File: src/rtl/prog_loader.sv
// Boot-time instruction-memory loader: takes a length-prefixed, checksummed byte
// stream and writes big-endian 32-bit words from BASE_ADDR, holding the CPU until done.
module prog_loader #(
  parameter int unsigned                             NUM_BITS_ADDR_BARRAMENTO = 32,
  parameter int unsigned                             NUM_BITS_MEM_PROG        = 32,
  parameter logic [NUM_BITS_ADDR_BARRAMENTO-1:0]     BASE_ADDR                = '0,
  parameter int unsigned                             MAX_WORDS                = 64
) (
  input  logic                                clk,
  input  logic                                reset,
  input  logic                                start,
  input  logic [7:0]                          in_data,
  input  logic                                in_valid,
  output logic                                in_ready,
  output logic                                mem_we,
  output logic [NUM_BITS_ADDR_BARRAMENTO-1:0] mem_addr,
  output logic [NUM_BITS_MEM_PROG-1:0]        mem_wd,
  output logic                                cpu_hold,
  output logic                                busy,
  output logic                                done,
  output logic                                error
);

  localparam int unsigned AW = NUM_BITS_ADDR_BARRAMENTO;
  localparam int unsigned DW = NUM_BITS_MEM_PROG;

  typedef enum logic [2:0] {
    S_IDLE,
    S_LEN,
    S_DATA,
    S_WRITE,
    S_CKSUM,
    S_DONE,
    S_ERR
  } state_e;

  state_e          state_q, state_d;
  logic            hdr_idx_q, hdr_idx_d;
  logic [15:0]     count_q, count_d;
  logic [1:0]      byte_idx_q, byte_idx_d;
  logic [15:0]     word_idx_q, word_idx_d;
  logic [DW-1:0]   word_q, word_d;
  logic [7:0]      sum_q, sum_d;
  logic            in_ready_q, in_ready_d;
  logic            mem_we_q, mem_we_d;
  logic [AW-1:0]   mem_addr_q, mem_addr_d;
  logic [DW-1:0]   mem_wd_q, mem_wd_d;
  logic            cpu_hold_q, cpu_hold_d;
  logic            busy_q, busy_d;
  logic            done_q, done_d;
  logic            error_q, error_d;

  logic            xfer;
  logic [15:0]     hdr_full;
  logic [DW-1:0]   word_next;
  logic [7:0]      cksum_total;
  logic [15:0]     word_idx_inc;

  always_comb begin
    xfer         = in_valid && in_ready_q;
    hdr_full     = {count_q[15:8], in_data};
    word_next    = {word_q[DW-9:0], in_data};
    cksum_total  = sum_q + in_data;
    word_idx_inc = word_idx_q + 16'd1;

    state_d    = state_q;
    hdr_idx_d  = hdr_idx_q;
    count_d    = count_q;
    byte_idx_d = byte_idx_q;
    word_idx_d = word_idx_q;
    word_d     = word_q;
    sum_d      = sum_q;
    mem_we_d   = 1'b0;
    mem_addr_d = mem_addr_q;
    mem_wd_d   = mem_wd_q;
    cpu_hold_d = cpu_hold_q;
    busy_d     = busy_q;
    done_d     = done_q;
    error_d    = error_q;

    unique case (state_q)
      S_IDLE, S_DONE, S_ERR: begin
        // A reload from DONE re-asserts cpu_hold on the same edge that leaves DONE.
        if (start) begin
          state_d    = S_LEN;
          hdr_idx_d  = 1'b0;
          count_d    = '0;
          byte_idx_d = '0;
          word_idx_d = '0;
          word_d     = '0;
          sum_d      = '0;
          done_d     = 1'b0;
          error_d    = 1'b0;
          busy_d     = 1'b1;
          cpu_hold_d = 1'b1;
        end
      end

      S_LEN: begin
        if (xfer) begin
          if (!hdr_idx_q) begin
            count_d[15:8] = in_data;
            hdr_idx_d     = 1'b1;
          end else begin
            count_d = hdr_full;
            if (hdr_full == 16'd0 || 32'(hdr_full) > MAX_WORDS) begin
              state_d = S_ERR;
              busy_d  = 1'b0;
              error_d = 1'b1;
            end else begin
              state_d = S_DATA;
            end
          end
        end
      end

      S_DATA: begin
        if (xfer) begin
          word_d     = word_next;
          sum_d      = cksum_total;
          byte_idx_d = byte_idx_q + 2'd1;
          if (byte_idx_q == 2'd3) begin
            state_d    = S_WRITE;
            mem_we_d   = 1'b1;
            mem_addr_d = BASE_ADDR + (AW'(word_idx_q) << 2);
            mem_wd_d   = word_next;
          end
        end
      end

      S_WRITE: begin
        word_idx_d = word_idx_inc;
        state_d    = (word_idx_inc == count_q) ? S_CKSUM : S_DATA;
      end

      S_CKSUM: begin
        if (xfer) begin
          busy_d = 1'b0;
          if (cksum_total == 8'h00) begin
            state_d    = S_DONE;
            done_d     = 1'b1;
            cpu_hold_d = 1'b0;
          end else begin
            state_d = S_ERR;
            error_d = 1'b1;
          end
        end
      end

      default: state_d = S_IDLE;
    endcase

    in_ready_d = (state_d == S_LEN) || (state_d == S_DATA) || (state_d == S_CKSUM);
  end

  always_ff @(posedge clk or negedge reset) begin
    if (!reset) begin
      state_q    <= S_IDLE;
      hdr_idx_q  <= 1'b0;
      count_q    <= '0;
      byte_idx_q <= '0;
      word_idx_q <= '0;
      word_q     <= '0;
      sum_q      <= '0;
      in_ready_q <= 1'b0;
      mem_we_q   <= 1'b0;
      mem_addr_q <= '0;
      mem_wd_q   <= '0;
      cpu_hold_q <= 1'b1;
      busy_q     <= 1'b0;
      done_q     <= 1'b0;
      error_q    <= 1'b0;
    end else begin
      state_q    <= state_d;
      hdr_idx_q  <= hdr_idx_d;
      count_q    <= count_d;
      byte_idx_q <= byte_idx_d;
      word_idx_q <= word_idx_d;
      word_q     <= word_d;
      sum_q      <= sum_d;
      in_ready_q <= in_ready_d;
      mem_we_q   <= mem_we_d;
      mem_addr_q <= mem_addr_d;
      mem_wd_q   <= mem_wd_d;
      cpu_hold_q <= cpu_hold_d;
      busy_q     <= busy_d;
      done_q     <= done_d;
      error_q    <= error_d;
    end
  end

  assign in_ready = in_ready_q;
  assign mem_we   = mem_we_q;
  assign mem_addr = mem_addr_q;
  assign mem_wd   = mem_wd_q;
  assign cpu_hold = cpu_hold_q;
  assign busy     = busy_q;
  assign done     = done_q;
  assign error    = error_q;

endmodule

File: config.mk
export PLATFORM = sky130hd
export DESIGN_NAME = prog_loader
export DESIGN_NICKNAME = d
export VERILOG_FILES = /design/src/rtl/prog_loader.sv
export SDC_FILE = /design/constraint.sdc
export NUM_CORES = 1
export LEC_CHECK = 0
export CORE_UTILIZATION = 50
export DETAILED_ROUTE_END_ITERATION = 16
export HOLD_SLACK_MARGIN = 0.05
export PLACE_DENSITY = 0.84
export SETUP_SLACK_MARGIN = 0.1
export SKIP_LAST_GASP = 1
export SYNTH_ARGS = -nofsm -noshare
export SYNTH_HDL_FRONTEND = slang
export SYNTH_SLANG_ARGS = --single-unit
File: constraint.sdc
create_clock -name clk -period 2.7 [get_ports clk]
set_input_delay 0.675 -clock clk [delete_from_list [all_inputs] [get_ports clk]]
set_output_delay 0.675 -clock clk [all_outputs]
set_load 0.01 [all_outputs]
==> results of run 1 <==
==> cells by family (layout without fill, tap and decap cells) <==
family          count (synthesis)  after routing
simple gates                  183            183
fa+ha+maj                      10             10
buf+inv                        57            168
xor+xnor                       27             27
flops                         124            124
mux                            64             64
other cells                     1             16
compound gates                118            118
==> registers in the layout, summed over array words and instances (netlist names), 2 cells and up <==
register / count
count_q: 16
word_q: 24
state_q: 3
byte_idx_q: 2
mem_wd: 32
mem_addr: 16
sum_q: 8
word_idx_q: 16
==> cell type report <==
type	count	area, sq um
tap	147	184
sequential	124	3110
clock buffer	17	425
timing repair buffer	126	1120
clock inverter	15	115
inverter	10	37.5
multi-input combinational	418	2970
fill	881	4050
==> final timing paths <==
path / from / endpoint
worst max register to register: word_idx_q[8] / in_ready
min in group clk: mem_addr[5] / mem_addr[5]
worst max-delay path: in_data[5] / state_q[1]
worst min-delay path: reset / word_idx_q[4]
max in group asynchronous: reset / word_idx_q[9]
worst min register to register: mem_addr[5] / mem_addr[5]
==> per-layer routing <==
metal,wire length (um),share of wire (%)
met1,6660,44
met2,7210,48
met3,937,6.2
met4,351,2.3
met5,0,0
==> power by group through the flow <==
stage / Clock, uW / Combinational, uW / Sequential (uW)
2_1_floorplan: 0 / 1490 / 2560
3_5_place_dp: 0 / 2220 / 2660
6_report: 2060 / 2370 / 2650
4_1_cts: 2090 / 2310 / 2640
3_3_place_gp: 0 / 2140 / 2630
5_1_grt: 2170 / 2590 / 2700
==> synthesized netlist by cell type, drive strengths merged, types with 2 or more instances <==
cell / number / share of area, %
nor4: 3 / 0.30
nand3: 12 / 1.2
o21a: 6 / 0.73
clkbuf: 21 / 1.3
and4: 3 / 0.43
xnor2: 14 / 2.0
o211ai: 3 / 0.37
nor3: 7 / 0.75
or4: 2 / 0.24
or3: 5 / 0.51
mux2i: 2 / 0.33
o22ai: 5 / 0.51
a211oi: 4 / 0.49
inv: 10 / 0.61
and3: 8 / 0.81
a21o: 2 / 0.24
a31oi: 5 / 0.51
a21oi: 11 / 0.89
nand2: 87 / 5.3
o21ai: 56 / 4.6
nand2b: 5 / 0.51
a22o: 4 / 0.57
mux2: 62 / 11
o41ai: 3 / 0.43
buf: 26 / 2.7
ha: 9 / 1.8
nor2: 25 / 1.5
nand4: 5 / 0.75
o31ai: 8 / 0.98
nor2b: 5 / 0.51
xor2: 11 / 1.6
and2: 12 / 1.2
dfrtp: 123 / 50
xnor3: 2 / 0.73
==> metrics by stage <==
stage	TNS [ns]	util, %	power, uW	setup slack [ns]
floorplan	0	-	4040	0.137
global placement	-2.09	60.2	4780	-0.425
detailed placement	-2.95	60.2	4880	-0.546
CTS	0	65.5	7040	0.109
global route	-0.0280	66.3	7460	-0.0280
finish	0	66.3	7080	0.112
==> worst max-delay path: stages <==
cell and delay [ns]:
clkdlybuf4s50_1 0.45, ha_2 0.22, or4_1 0.55, o22ai_2 0.14, xnor2_1 0.16, nand3_1 0.15, nor3_4 0.19, inv_1 0.07
a221o_1 0.30
==> timing repair <==
| item | in CTS | in global routing |
|---|---|---|
| buffers inserted | 4 | 3 |
| endpoints found under the setup margin | 6 | 6 |
| pin swaps | 18 | 6 |
| resized for setup | 24 | 15 |
==> results.toml, run 1 <==
[clock_network]
clockRootBuffer = "clkbuf_16"
cts_max_path_buffers = 2
cts.sinks = 124
hold_buffers = 0
clk_latency_ns = 0.42
path_clk_slew_ns = 0.06
cts_tree = "done"
h-tree-depth = 4
numCtsBuffers = 17

[global_route]
use_met1_pct = 33.5
grt_max_degree = 59
grt_overflow = 0
grt_pass1_wl_um = 24500
met3_usage_pct = 5.30
antenna_found_initial = 0
use_met2_pct = 39.3
first_global_vias = 4796
grt-busiest-layer = "met2"
groute.usage.overall_pct = 24.8

[finish]
antenna_cells = 0
finalNetCount = 719
drive_gt1_share_pct = 27.2
syn2layout_area_growth_pct = 29.4
mostFrequentLayoutCells = "dfrtp_1 (117), nand2_1 (84), mux2_2 (62)"
layout_commonest_cell = "dfrtp_1"
final-instance-count-excl-fill = 857
final_area_sq_um = 7960

[pwr]
powerDensity_nw_per_um2 = 889
swShare_pct = 35.7
p_leak_uw = 0.00373
p_int_uw = 4550
p_comb_share_pct = 33.5
max-vdd-ir-drop_mv = 0.477
power_frac_seq_pct = 37.5
switching_power_uw = 2530
p_clk_share_pct = 29.0

[timing]
finalSetupViolations = 0
period_share_pct = 95.9
skew_ns = 0.00637
drv_slew = 0
grt_setup_unrepaired = "true"
max_slew_margin_pct = 37.4
tightest_slew_ns = 0.936
period_needed_ns = 2.59
hold_slack_ns = 0.220
fmax_ghz = 0.386
finalHoldViolations = 0

[synthesis]
yosys.area_share.xor_xnor_pct = 4.29
synth_top_family_by_area = "simple AND/OR/NAND/NOR gates"
yosys.area_share.adder_pct = 2.15
synth_edf_count = 0
synth_simple_gate_area_share_pct = 14.6
async_flop_share_pct = 100
yosys_most_used_dff = "dfrtp_1"
synth_cell_types = 58
synth-compound-area-share_pct = 12.2
syn_area_sq_um = 6160
yosysWarningCount = 0
synthMuxAreaShare_pct = 11.7
synth_seq_cells = 124
syn_inst = 584
syn_area_per_cell_sq_um = 10.5
yosysSeqAreaShare_pct = 50.4

[worst_setup_path]
required_ns = 3.00
worst-path-max-fanout = 3
start_kind = "input port"
crit_type = "in2reg"
arrival_ns = 2.89
rrSetupSlack_ns = 0.11
reg2reg_depth = 8
endpoint_kind = "flop"

[outcome]
status = "finished clean"

[placed_design]
hpwl_um = 10300
portBuffers = 65
dp_cells = 818
dpl-instance-area_sq_um = 7230
place_congestion = 0.897

[min_path]
min_path_type = "in2async"

[floorplan]
start_util_pct = 51.3
die_w_um = 113
die_area_sq_um = 12800
io_pins = 82
core-area_sq_um = 12000
dieHeight_um = 113
fp-row-count = 40

[detailed_routing]
drtIter0Drc = 544
drc = 0
dr.pass1.iters = 5
via_per_inst = 5.80
vias = 4968
wl_per_cell_um = 17.7
ant_nets = 0
routed_wirelength_um = 15200

[run]
drv_cap = 0
Note: power is estimated with default switching activity, not from simulation.
==> inputs of run 2 (changes only) <==
Settings changed: SLEW_MARGIN from default to 30.
==> results of run 2 <==
The final DEF is identical to that of run 1; final timing and power are the same.
